`src/rtl/alu_mul_seq.sv`:
```
// Sequential 32x32->64 unsigned shift-add multiplier driving the shared ALU.
// Optional MUL_EARLY_EXIT_EN stops once the unconsumed multiplier bits are all zero.
module alu_mul_seq #(
    parameter logic [3:0] ALU_ADD_CODE  = 4'b0010,
    parameter logic [3:0] ALU_IDLE_CODE = 4'b0000,
    parameter int         ITER          = 32
) (
    input  logic        clk_i,
    input  logic        rst_i,
    input  logic        start_i,
    input  logic [31:0] mcand_i,
    input  logic [31:0] mplier_i,
    output logic        busy_o,
    output logic        done_o,
    output logic [31:0] prod_hi_o,
    output logic [31:0] prod_lo_o,
    output logic [31:0] alu_src1_o,
    output logic [31:0] alu_src2_o,
    output logic [3:0]  alu_ctrl_o,
    input  logic [31:0] alu_result_i
);

    typedef enum logic [1:0] {
        IDLE,
        RUN,
        DONE
    } state_t;

    state_t      state, state_nxt;
    logic [31:0] mcand, acc, lo;
    logic [31:0] acc_nxt, lo_nxt;
    logic [5:0]  cnt, cnt_nxt;
    logic        carry;
    logic        last;
    logic [63:0] prod_full;

`ifdef MUL_EARLY_EXIT_EN
    logic [31:0] rem, rem_nxt;
    logic [6:0]  shamt;
`endif

    always_ff @(posedge clk_i or posedge rst_i) begin
        if (rst_i) begin
            state <= IDLE;
        end else begin
            state <= state_nxt;
        end
    end

    always_comb begin
        state_nxt  = state;
        busy_o     = 1'b0;
        done_o     = 1'b0;
        alu_ctrl_o = ALU_IDLE_CODE;
        alu_src1_o = '0;
        alu_src2_o = '0;
        carry      = 1'b0;
        acc_nxt    = acc;
        lo_nxt     = lo;
        cnt_nxt    = cnt;
        last       = 1'b0;
`ifdef MUL_EARLY_EXIT_EN
        rem_nxt    = rem;
`endif
        unique case (state)
            IDLE: begin
                if (start_i) state_nxt = RUN;
            end
            RUN: begin
                busy_o     = 1'b1;
                alu_ctrl_o = ALU_ADD_CODE;
                alu_src1_o = acc;
                alu_src2_o = lo[0] ? mcand : 32'd0;
                // ALU has no carry-out; a wrapped sum is smaller than acc
                carry      = (alu_result_i < acc);
                {acc_nxt, lo_nxt} = {carry, alu_result_i, lo[31:1]};
                cnt_nxt    = cnt + 6'd1;
                last       = (cnt == 6'(ITER - 1));
`ifdef MUL_EARLY_EXIT_EN
                rem_nxt    = rem >> 1;
                last       = last || (rem_nxt == 32'd0);
`endif
                if (last) state_nxt = DONE;
            end
            DONE: begin
                done_o    = 1'b1;
                state_nxt = IDLE;
            end
            default: state_nxt = IDLE;
        endcase
    end

`ifdef MUL_EARLY_EXIT_EN
    // Unconsumed low bits are zero, so right-aligning restores the full product
    assign shamt     = 7'(ITER) - 7'(cnt_nxt);
    assign prod_full = {acc_nxt, lo_nxt} >> shamt;
`else
    assign prod_full = {acc_nxt, lo_nxt};
`endif

    always_ff @(posedge clk_i or posedge rst_i) begin
        if (rst_i) begin
            mcand     <= '0;
            acc       <= '0;
            lo        <= '0;
            cnt       <= '0;
            prod_hi_o <= '0;
            prod_lo_o <= '0;
        end else begin
            if (state == IDLE && start_i) begin
                mcand <= mcand_i;
                lo    <= mplier_i;
                acc   <= '0;
                cnt   <= '0;
            end else if (state == RUN) begin
                acc <= acc_nxt;
                lo  <= lo_nxt;
                cnt <= cnt_nxt;
            end
            if (state == RUN && last) begin
                prod_hi_o <= prod_full[63:32];
                prod_lo_o <= prod_full[31:0];
            end
        end
    end

`ifdef MUL_EARLY_EXIT_EN
    always_ff @(posedge clk_i or posedge rst_i) begin
        if (rst_i) begin
            rem <= '0;
        end else if (state == IDLE && start_i) begin
            rem <= mplier_i;
        end else if (state == RUN) begin
            rem <= rem_nxt;
        end
    end
`endif

endmodule

```
`config.mk`:
```
export PLATFORM = sky130hd
export DESIGN_NAME = alu_mul_seq
export DESIGN_NICKNAME = d
export VERILOG_FILES = /design/src/rtl/alu_mul_seq.sv
export SDC_FILE = /design/constraint.sdc
export NUM_CORES = 1
export LEC_CHECK = 0
export BUFFER_PORTS_ARGS = -buffer_cell sky130_fd_sc_hd__buf_2
export CAP_MARGIN = 30
export CORE_ASPECT_RATIO = 0.9
export CORE_MARGIN = 2
export CORE_UTILIZATION = 39
export DETAILED_ROUTE_END_ITERATION = 16
export SYNTH_ARGS = -nofsm -noshare
export SYNTH_HDL_FRONTEND = slang
export SYNTH_SLANG_ARGS = --single-unit
```
`constraint.sdc`:
```
create_clock -name clk_i -period 14.6 [get_ports clk_i]
set_input_delay 2.92 -clock clk_i [delete_from_list [all_inputs] [get_ports clk_i]]
set_output_delay 2.92 -clock clk_i [all_outputs]
set_load 0.05 [all_outputs]
```
# Word level (Yosys, flattened, before mapping)
# Cells that the tools add are included.
# word_totals
in_bits,99
latch_bits,0
n_memories,0
ramBits,0
register_bits,168
mem_bits_ro,0
# classes
shifts,0
div_mod_pow,0
order_cmp,1
n_mux,18
reduce_logical,5
n_addsub,1
n_bitwise,0
multipliers,0
eq_ne,5
# op_table
operator,n
32-bit two-way mux,9
32-bit < comparator,1
6-bit two-way mux,2
6-bit by 1-bit adder with 6-bit output (second input constant),1
6-bit by 5-bit == test with 1-bit output (second input constant),1
2-bit two-way mux,3
2-bit != test (second input constant),2
2-bit case mux with 2 select lines,1
1-bit two-way mux,3
2-bit by 1-bit == test with 1-bit output (second input constant),1
2-bit == test (second input constant),1
1-bit logical AND,2
2-bit logical NOT,1
2-bit AND reduction,1
2-bit nonzero test,1

# Depth between registers and ports, before layout
# Gate-level depths: netlist (run 1).
# logic_depth
depth_word,4
ltp_mapped,8
ltp_nobuf,8

# Least setup slack after synthesis (run 1)
# OpenSTA, ideal clock, no wires.
# synth_path
path_type,register -> output
from,reg state[1]
to,out alu_ctrl_o[1]
required_time_ns,11.680
path_buffers,5
arrival_time_ns,1.663
slack_ns,10.017
stages_incl_launch_ff,8
path_cell_list,dfrtp_1 nand2b_1 buf_2 inv_1 buf_2 buf_2 buf_2 buf_4
# synth_via
elab_chain_cells,2
# synth_lines
element,line_no,rtl
from (decl),29,"state_t state, state_nxt;"
from (signal assigned),46,state <= state_nxt;
2-bit by 1-bit == test with 1-bit output,65,unique case (state)
2-bit two-way mux,65,
to (decl),19,"output logic [3:0] alu_ctrl_o,"
# No other way between the ends.

# Final worst setup path (run 1)
# layout_path
from,reg state[0]
to,out alu_src1_o[0]
# layout_via
elab_chain_cells,2
# layout_lines
element,line_no,rtl
2-bit by 1-bit == test with 1-bit output,65,
32-bit two-way mux,65,
to (decl),17,"output logic [31:0] alu_src1_o,"
# No other way between the ends.

==> impl_results.md, run 1 <==
* Crit. Startpoint: state[0]
* Clock Pin Slew Worst Setup and Hold Paths at 0.07 ns
* Synth top cells by count: 238 x nand2_1, 168 x dfrtp_1, 62 x mux2_2
* Mapped Cells at 794
* Crit path capture type: primary output
* Gr usage total at 18.6%
* Hold_buf cts at 0
* Fill cells at around 1900
* Outcome: finished, final reports clean
* Io pins at ~230
* Drt pass-1 iters at 4
* Crit-path max FO at 80
* Clk Latency, worst-skew pair at roughly 0.42 ns
* EDFF count, synth at 0
* Grt total ovfl at 0
* # DRC at 0
* Rows at 48
* Critical path required time at between 10 and 15 ns
* Final core occ at between 40 and 50%
* Post-synth top area share at 54.2%
* CTS tree: yes
* Setup_tns at 0 ns
* RSZ-0062 raised after global routing: no
* Cts bufs inserted at 17
* Fraction of layout cells with a size suffix above 1 at 33.8%
* Max cap viols at 0
* Total power at 1.58 mW
* Clk_skew at roughly 0.013 ns
* Crit-path leading delay family: buffers and inverters
* Hpwl dp at approximately 13000 µm
* Wire per inst at 15.4 µm
* Number of H-tree levels at 4
* Slew HR at 44.5%
* Area grow syn2layout at 24.2%
* Final number of setup-violating endpoints at 0
* FMAX at 0.171 GHz
* Startpoint of the worst hold path: mcand[5]
* Core ar. at a little under 20000 µm²
* Postcts setup bufs at 0
* Fin. max-slew vios at 0
* Sequential fraction of the synthesis area at a little over half
* Final Hold Fails at 0
* CTS root buf: clkbuf_16
* Avg Inst Size Synth at ~9.8 µm²
* Initial Util at around 40%
* Final ANT Viol Nets at 0
* Reg2reg start: state[0]
* Actual slew at the worst max-slew pin at about 0.83 ns
* LEAKAGE at 5.01 nW
* Yosys cell types at 39
* Arrival time of the worst setup path at slightly below 3 ns
* Vias per Instance at slightly below 5
* Hold Path Class: register to register
* YS warnings at 0
* Worst slack, placed at roughly 8.6 ns
* Vias in the first global route at about 6000
* Critical Path Slowest Stage Cell: clkinv_2
* Initial antenna violation count at 0
* Maximum root-to-sink buffer count at 2
* Initial DRC count at around 300
* WL final at 19400 µm
* Primary FF master, synth: dfrtp_1
* Area leader, netlist: dfrtp_1
* Setup WS post-layout at approximately 8.8 ns
* Post-cts sizing count at 0
* Top-count cell post-synth: nand2_1
* Hold_ws at 0.470 ns
* Port Buf Inserts at approximately 230
* Die ar. at 21000 µm²
* Mapped Area at 7760 µm²
* Die Wd at between 150 and 200 µm
* Fraction of registers with async set/reset at 100%
* Critical Path, Cell by Cell: nand2b_4 > buf_16 > clkinv_2 > buf_4 > and2_1 > buf_2
* Vias at between 6000 and 7000
* First-pass GRT wire length at between 30000 and 40000 µm
* Die height at ~140 µm
* GP Congestion at about 0.74
* Seq cells post-synth at 168
* Pwr Density at around 160 nW/µm²
* Max incr delay on CP at 0.59 ns
* Crit Path Class: register to primary output
* Diodes inserted at 0
* CTS Sinks at about 170
* Crit start category: register
* Buffers plus inverters on the worst setup path at 4
* Synth top area cells: dfrtp_1 54%, nand2_1 12%, mux2_2 9.0%
* Final worst-path cycle share at roughly 40%
* Largest net degree at the start of global routing at 96
* Final #Nets at roughly 1100
* VDD IR max at roughly 0.1 mV
* Period minus WS final at 5.83 ns
## final timing paths
check,endpoint,slack (ns),depth (start not counted)
worst max-delay path,alu_src1_o[0],8.77,6
worst min register to register,mcand[5],0.47,2
worst min-delay path,mcand[5],0.47,2
min in group asynchronous,prod_hi_o[25],2.42,2
worst max register to register,cnt[2],11.61,8
max in group asynchronous,lo[4],11.21,3
## per-stage QoR
step / cells / area (µm²)
after global placement: 1228 / 9020
final: 1263 / 9640
after floorplan: 796 / 7770
after detailed placement: 1230 / 9070
after global routing: 1263 / 9640
after CTS: 1262 / 9620
## metal layers
| layer | up-vias | share of wire (%) | track usage [%] |
|---|---|---|---|
| met5 | - | 0 | 0 |
| met4 | 0 | 0.75 | 3.81 |
| met3 | 14 | 5.3 | 4.72 |
| met2 | 166 | 46 | 29.1 |
| met1 | 2984 | 48 | 26.3 |
| li1 | 3041 | - | - |
## final cells by class
| type | instances | area, µm² | share of cell area (%) |
|---|---|---|---|
| clock inverters | 12 | 92.6 | 0.960 |
| flip-flops and latches | 168 | 4200 | 43.6 |
| repair buffers | 238 | 1260 | 13.1 |
| multi-input cells | 542 | 3190 | 33.0 |
| well taps | 250 | 313 | 3.24 |
| clock buffers | 20 | 457 | 4.74 |
| inverters | 33 | 130 | 1.35 |
## power by group
group	internal, mW	total (mW)	switching [mW]
registers	0.564	0.641	0.0769
clock network	0.229	0.425	0.196
logic	0.151	0.516	0.365
total	0.944	1.58	0.638
## layout by cell type (no fill, tap or decap), drive strengths merged, types with 3 or more instances in the layout
| cell | instances |
|---|---|
| dfrtp | 168 |
| inv | 35 |
| clkinvlp | 3 |
| o21ai | 12 |
| conb | 3 |
| clkinv | 7 |
| mux2 | 64 |
| a21oi | 43 |
| clkbuf | 20 |
| and3 | 32 |
| nand2 | 238 |
| nand3 | 4 |
| nand4 | 4 |
| buf | 238 |
| a31oi | 18 |
| nor2 | 54 |
| ha | 32 |
| a22oi | 16 |
## cell families after synthesis
family,count (synthesis),share of synthesized area (%)
other,1,0.0483
AND/OR/NAND/NOR,341,18.2
XOR/XNOR,1,0.113
flip-flops,168,54.2
adder cells (fa/ha/maj),32,5.16
buffers and inverters,86,5.06
multiplexers,64,9.33
AO/OA/AOI/OAI,101,7.93
## worst register-to-register path: cells and delay by family, from the launching register on
kind | cells | cell delay [ns]
DFF | 1 | 0.42
and+or+nand+nor | 2 | 0.63
AOI/OAI and AO/OA | 2 | 0.18
buffers and inverters | 4 | 1.67
## state kept, by name, summed over array words and instances, names as in the netlist
register / flops
lo: 32
state: 2
prod_lo_o: 32
prod_hi_o: 32
mcand: 32
acc: 32
cnt: 6
No activity file was read; power rests on OpenSTA's default activity.
==> run 2: changes to the inputs <==
- clock period: 14.6 -> 5.5 ns (I/O delays scaled with it)
==> run 2 against run 1 <==
  * Via count rose by 0.71%
  * Die area unchanged
  * Final area increased by 0.77%
  * Non-clock buffer count unchanged
  * Routed wire length rose by 0.61%
  * Final cell count stayed put
  * Sequential share of layout area down 0.33 points
  * Core utilization is 0.38 points higher
  * Total power increased to 2.8 times the previous value
  * Global-route usage up 0.55 points
  * Critical endpoint is now alu_src2_o[24]
==> impl_results.md, run 2 (synthesized netlist as in run 1, its figures left out) <==
* Outcome: finished, final reports clean
* Die height at roughly 140 µm
* Most frequent cells in the layout: 237 x nand2_1, 229 x buf_2, 168 x dfrtp_1
* Crit Path Class: register to primary output
* Die ar. at ~21000 µm²
* Gr usage total at 19.1%
* Hold_buf cts at 0
* Core ar. at around 19000 µm²
* Dpl cells at between 1000 and 1500
* Non-Filler Instances at approximately 1300
* Crit start category: register
* Period minus WS final at approximately 3.4 ns
* CTS Sinks at ~170
* Final Hold Fails at 0
* Maximum root-to-sink buffer count at 2
* GP Congestion at ~0.77
* Wire per inst at 15.5 µm
* WL final at approximately 20000 µm
* Fraction of layout cells with a size suffix above 1 at about a third
* Max incr delay on CP at just over 0.4 ns
* Clock Pin Slew Worst Setup and Hold Paths at 0.07 ns
* Setup_tns at 0 ns
* Final worst-path cycle share at between 60% and 70%
* Hold Path Class: register to register
* RSZ-0062 raised after global routing: no
* Die Wd at ~150 µm
* Fin. max-slew vios at 0
* Pwr Density at between 400 and 500 nW/µm²
* Initial antenna violation count at 0
* Diodes inserted at 0
* Initial Util at between 40% and 50%
* Crit path capture type: primary output
* Total power at 4.37 mW
* Post-cts sizing count at 0
* Commonest non-fill, non-tap cell in the layout: nand2_1
* Critical path required time at roughly 4.4 ns
* Final #Nets at around 1100
* Rows at between 40 and 50
* Postcts setup bufs at 0
* CTS root buf: clkbuf_16
* Vias in the first global route at 6191
* LEAKAGE at 5.05 nW
* Clk_skew at ~0.017 ns
* Vias per Instance at a little under 5
* Largest net degree at the start of global routing at 103
* Vias at 6249
* Crit-path leading delay family: buffers and inverters
* FMAX at about 0.29 GHz
* Final ANT Viol Nets at 0
* Buffers plus inverters on the worst setup path at 3
* Number of H-tree levels at 4
* Port Buf Inserts at 229
* Max cap viols at 0
* Arrival time of the worst setup path at 2.33 ns
* Initial DRC count at roughly 280
* Critical Path Slowest Stage Cell: dfrtp_1
* Crit-path max FO at 80
* VDD IR max at 0.202 mV
* Grt total ovfl at 0
* Clk Latency, worst-skew pair at between 0.4 and 0.5 ns
* Final number of setup-violating endpoints at 0
* CTS tree: yes
* Cts bufs inserted at 17
* First-pass GRT wire length at approximately 32000 µm
* Area grow syn2layout at 25.2%
* Drt pass-1 iters at 4
* Slew HR at 35.7%
* Hpwl dp at about 13000 µm
* # DRC at 0
* Critical Path, Cell by Cell: nand2b_4 > clkinv_2 > buf_12 > and3_1 > buf_2
* Fill cells at approximately 1800
* Io pins at 233
* Actual slew at the worst max-slew pin at just under 1 ns
-- run 2: changes by cell type in the layout (fill, tap and decap cells not counted), moves of 2 or more --
cell       previous run  this run
bufinv_16             0         4
buf_16                2         0
buf_12                0         2
clkbuf_8              2         0
inv_6                 3         5
clkinv_4              3         1
-- run 2: worst paths after layout --
path | depth (start not counted) | startpoint | endpoint | slack, ns
setup / recovery | 5 | state[0] | alu_src2_o[24] | 2.07
hold / removal | 2 | mcand[6] | mcand[6] | 0.47
setup reg to reg | 5 | state[1] | prod_lo_o[21] | 2.45
hold reg to reg | 2 | mcand[6] | mcand[6] | 0.47
max in group asynchronous | 3 | rst_i | lo[30] | 3.78
min in group asynchronous | 2 | rst_i | prod_hi_o[7] | 0.75
-- run 2: tightest hold or removal path: cells and delay by family (launching register included) --
| kind | cells | cell delay (ns) |
|---|---|---|
| simple gates | 2 | 0.10 |
| flops | 1 | 0.33 |
-- run 2: stage by stage --
step / util (%) / area, µm² / setup WS (ns) / hold slack (ns)
3_5_place_dp: 47.0 / 9080 / 2.37 / 0.454
2_1_floorplan: - / 7770 / 2.26 / 0.437
6_report: 50.3 / 9720 / 2.07 / 0.465
4_1_cts: 50.3 / 9720 / 2.07 / 0.471
5_1_grt: 50.3 / 9720 / 1.95 / 0.491
3_3_place_gp: 46.9 / 9060 / 2.46 / 0.449
-- run 2: per-layer routing --
layer	part of all wire (%)	GRT usage (%)
met3	4.9	4.34
met1	46	25.9
met5	0	0
met2	48	31.4
met4	0.94	4.78
-- run 2: final cells by class --
cell class,count,area (µm²),share of cell area (%)
flip-flops and latches,168,4200,43.3
inverters,33,129,1.33
multi-input cells,542,3190,32.8
well taps,250,313,3.22
repair buffers,238,1250,12.8
clock buffers,17,425,4.38
clock inverters,15,213,2.19
-- run 2: power breakdown --
group	internal, mW	switching, mW	leakage, nW
Sequential	1.50	0.206	2.01
Combinational	0.398	0.966	2.73
Clock	0.773	0.529	0.313
==> run 3: changes to the inputs <==
- PLACE_DENSITY: not set -> 0.66
- clock period: 5.5 -> 2.97 ns (I/O delays scaled with it)
==> run 3 against run 2 <==
  * Sequential power grew 82%
  * Total power grew 83%
  * Combinational power grew 93%
  * Critical path type unchanged
  * Clock power grew 75%
  * Worst hold slack lost 0.17 ns
  * Routed wire length shrank 1.4%
  * Final area grew 0.28%
  * Core utilization grew 0.14 points
  * Non-clock buffer count grew 3
  * Setup slack lost 1.6 ns
  * Largest power group unchanged
==> impl_results.md, run 3 (synthesized netlist as in run 1, its figures left out) <==
* Outcome: finished, final reports clean
* CTS Sinks at 168
* Non-Filler Instances at ~1300
* Diodes inserted at 0
* Postcts setup bufs at 0
* Hold Path Class: input port to async pin
* Most frequent cells in the layout: 237 x nand2_1, 229 x buf_2, 168 x dfrtp_1
* Wire per inst at ~15 µm
* Cts bufs inserted at 17
* Crit start category: register
* Die ar. at 21000 µm²
* Period minus WS final at around 2.5 ns
* Clk_skew at between 0.008 and 0.009 ns
* Area grow syn2layout at 25.5%
* RSZ-0062 raised after global routing: no
* Vias in the first global route at approximately 6000
* Initial DRC count at between 300 and 400
* Crit Reg-Reg Endpoint: prod_hi_o[31]
* Max cap viols at 0
* Final worst-path cycle share at between 80% and 90%
* Crit path capture type: primary output
* Gr usage total at a little under a fifth
* LEAKAGE at a little over 5 nW
* Commonest non-fill, non-tap cell in the layout: nand2_1
* Die height at approximately 140 µm
* Clk Latency, worst-skew pair at between 0.4 and 0.5 ns
* VDD IR max at around 0.44 mV
* Hold_ws at ~0.29 ns
* Crit Path Class: register to primary output
* Die Wd at around 150 µm
* Fraction of layout cells with a size suffix above 1 at between 30% and 40%
* # DRC at 0
* Number of H-tree levels at 4
* Actual slew at the worst max-slew pin at a little over 0.9 ns
* Io pins at 233
* First-pass GRT wire length at about 31000 µm
* Vias at 6231
* Final number of setup-violating endpoints at 0
* Core ar. at ~19000 µm²
* CTS tree: yes
* R2r worst-path depth at 7
* Dpl cells at between 1000 and 1500
* FMAX at 0.398 GHz
* Crit-path leading delay family: buffers and inverters
* Final ANT Viol Nets at 0
* Hpwl dp at between 10000 and 15000 µm
* Arrival time of the worst setup path at roughly 1.9 ns
* Final core occ at about 50%
* Fill cells at about 1900
* WL final at between 15000 and 20000 µm
* Fin. max-slew vios at 0
* Max incr delay on CP at roughly 0.42 ns
* Maximum root-to-sink buffer count at 2
* Hold_buf cts at 0
* Initial antenna violation count at 0
* Final Hold Fails at 0
* Critical Path Slowest Stage Cell: dfrtp_1
* Critical path required time at roughly 2.4 ns
* R2R Setup Slk at 0.76 ns
* Total power at 7.98 mW
* Initial Util at between 40% and 50%
* CTS root buf: clkbuf_16
* Port Buf Inserts at between 200 and 250
* Reg2reg start: acc[7]
* Clock Pin Slew Worst Setup and Hold Paths at 0.07 ns
* Crit-path max FO at 38
* Final #Nets at about 1100
* Critical Path, Cell by Cell: nand2b_4 > clkinv_2 > and3_1 > buf_2
* Setup_tns at 0 ns
* Buffers plus inverters on the worst setup path at 2
* Slew HR at about two fifths
* GP Congestion at approximately 0.78
* Rows at 48
* Grt total ovfl at 0
* Post-cts sizing count at 0
* Drt pass-1 iters at 4
* Vias per Instance at just under 5
* Largest net degree at the start of global routing at 95
* Pwr Density at between 800 and 900 nW/µm²
-- run 3: cell types whose count changed in the layout (fill, tap and decap cells not counted) --
cell | before | now
inv_8 | 2 | 3
clkinv_8 | 0 | 1
bufinv_16 | 4 | 2
buf_12 | 2 | 5
-- run 3: through the flow --
stage                     area (µm²)  setup slack, ns
after floorplan                 7770            0.235
after detailed placement        9140            0.455
final                           9750            0.459
after global routing            9750            0.310
after CTS                       9750            0.409
after global placement          9130            0.499
-- run 3: final cells by class --
type                    instances  area [µm²]  share of cell area (%)
well taps                     250         313                    3.21
flip-flops and latches        168        4200                    43.1
multi-input cells             542        3190                    32.7
clock buffers                  17         425                    4.37
repair buffers                241        1310                    13.4
inverters                      33         129                    1.32
clock inverters                15         180                    1.85
-- run 3: how the worst max path moves through the flow --
stage	from	endpoint	slack [ns]	cells after the start
after floorplan	rst_i	acc[0]	0.24	1
after CTS	state[0]	alu_src2_o[18]	0.41	4
after global placement	alu_result_i[7]	prod_hi_o[31]	0.50	7
after global routing	state[0]	alu_src2_o[18]	0.31	4
after detailed placement	alu_result_i[7]	prod_hi_o[31]	0.45	7
final	state[0]	alu_src2_o[18]	0.46	4
-- run 3: report_power, final --
| part | switching, mW | internal, mW |
|---|---|---|
| combinational | 1.86 | 0.756 |
| clock | 1.00 | 1.28 |
| sequential | 0.313 | 2.77 |
-- run 3: tightest hold or removal path, cell delays in order --
cell and delay [ns]:
buf_2 0.11, clkinvlp_4 0.10, buf_12 0.33
-- run 3: layer usage --
layer	routed length [µm]	track usage [%]
met1	9000	25.6
met5	0	0
met3	973	4.28
met4	233	5.35
met2	9070	29.5
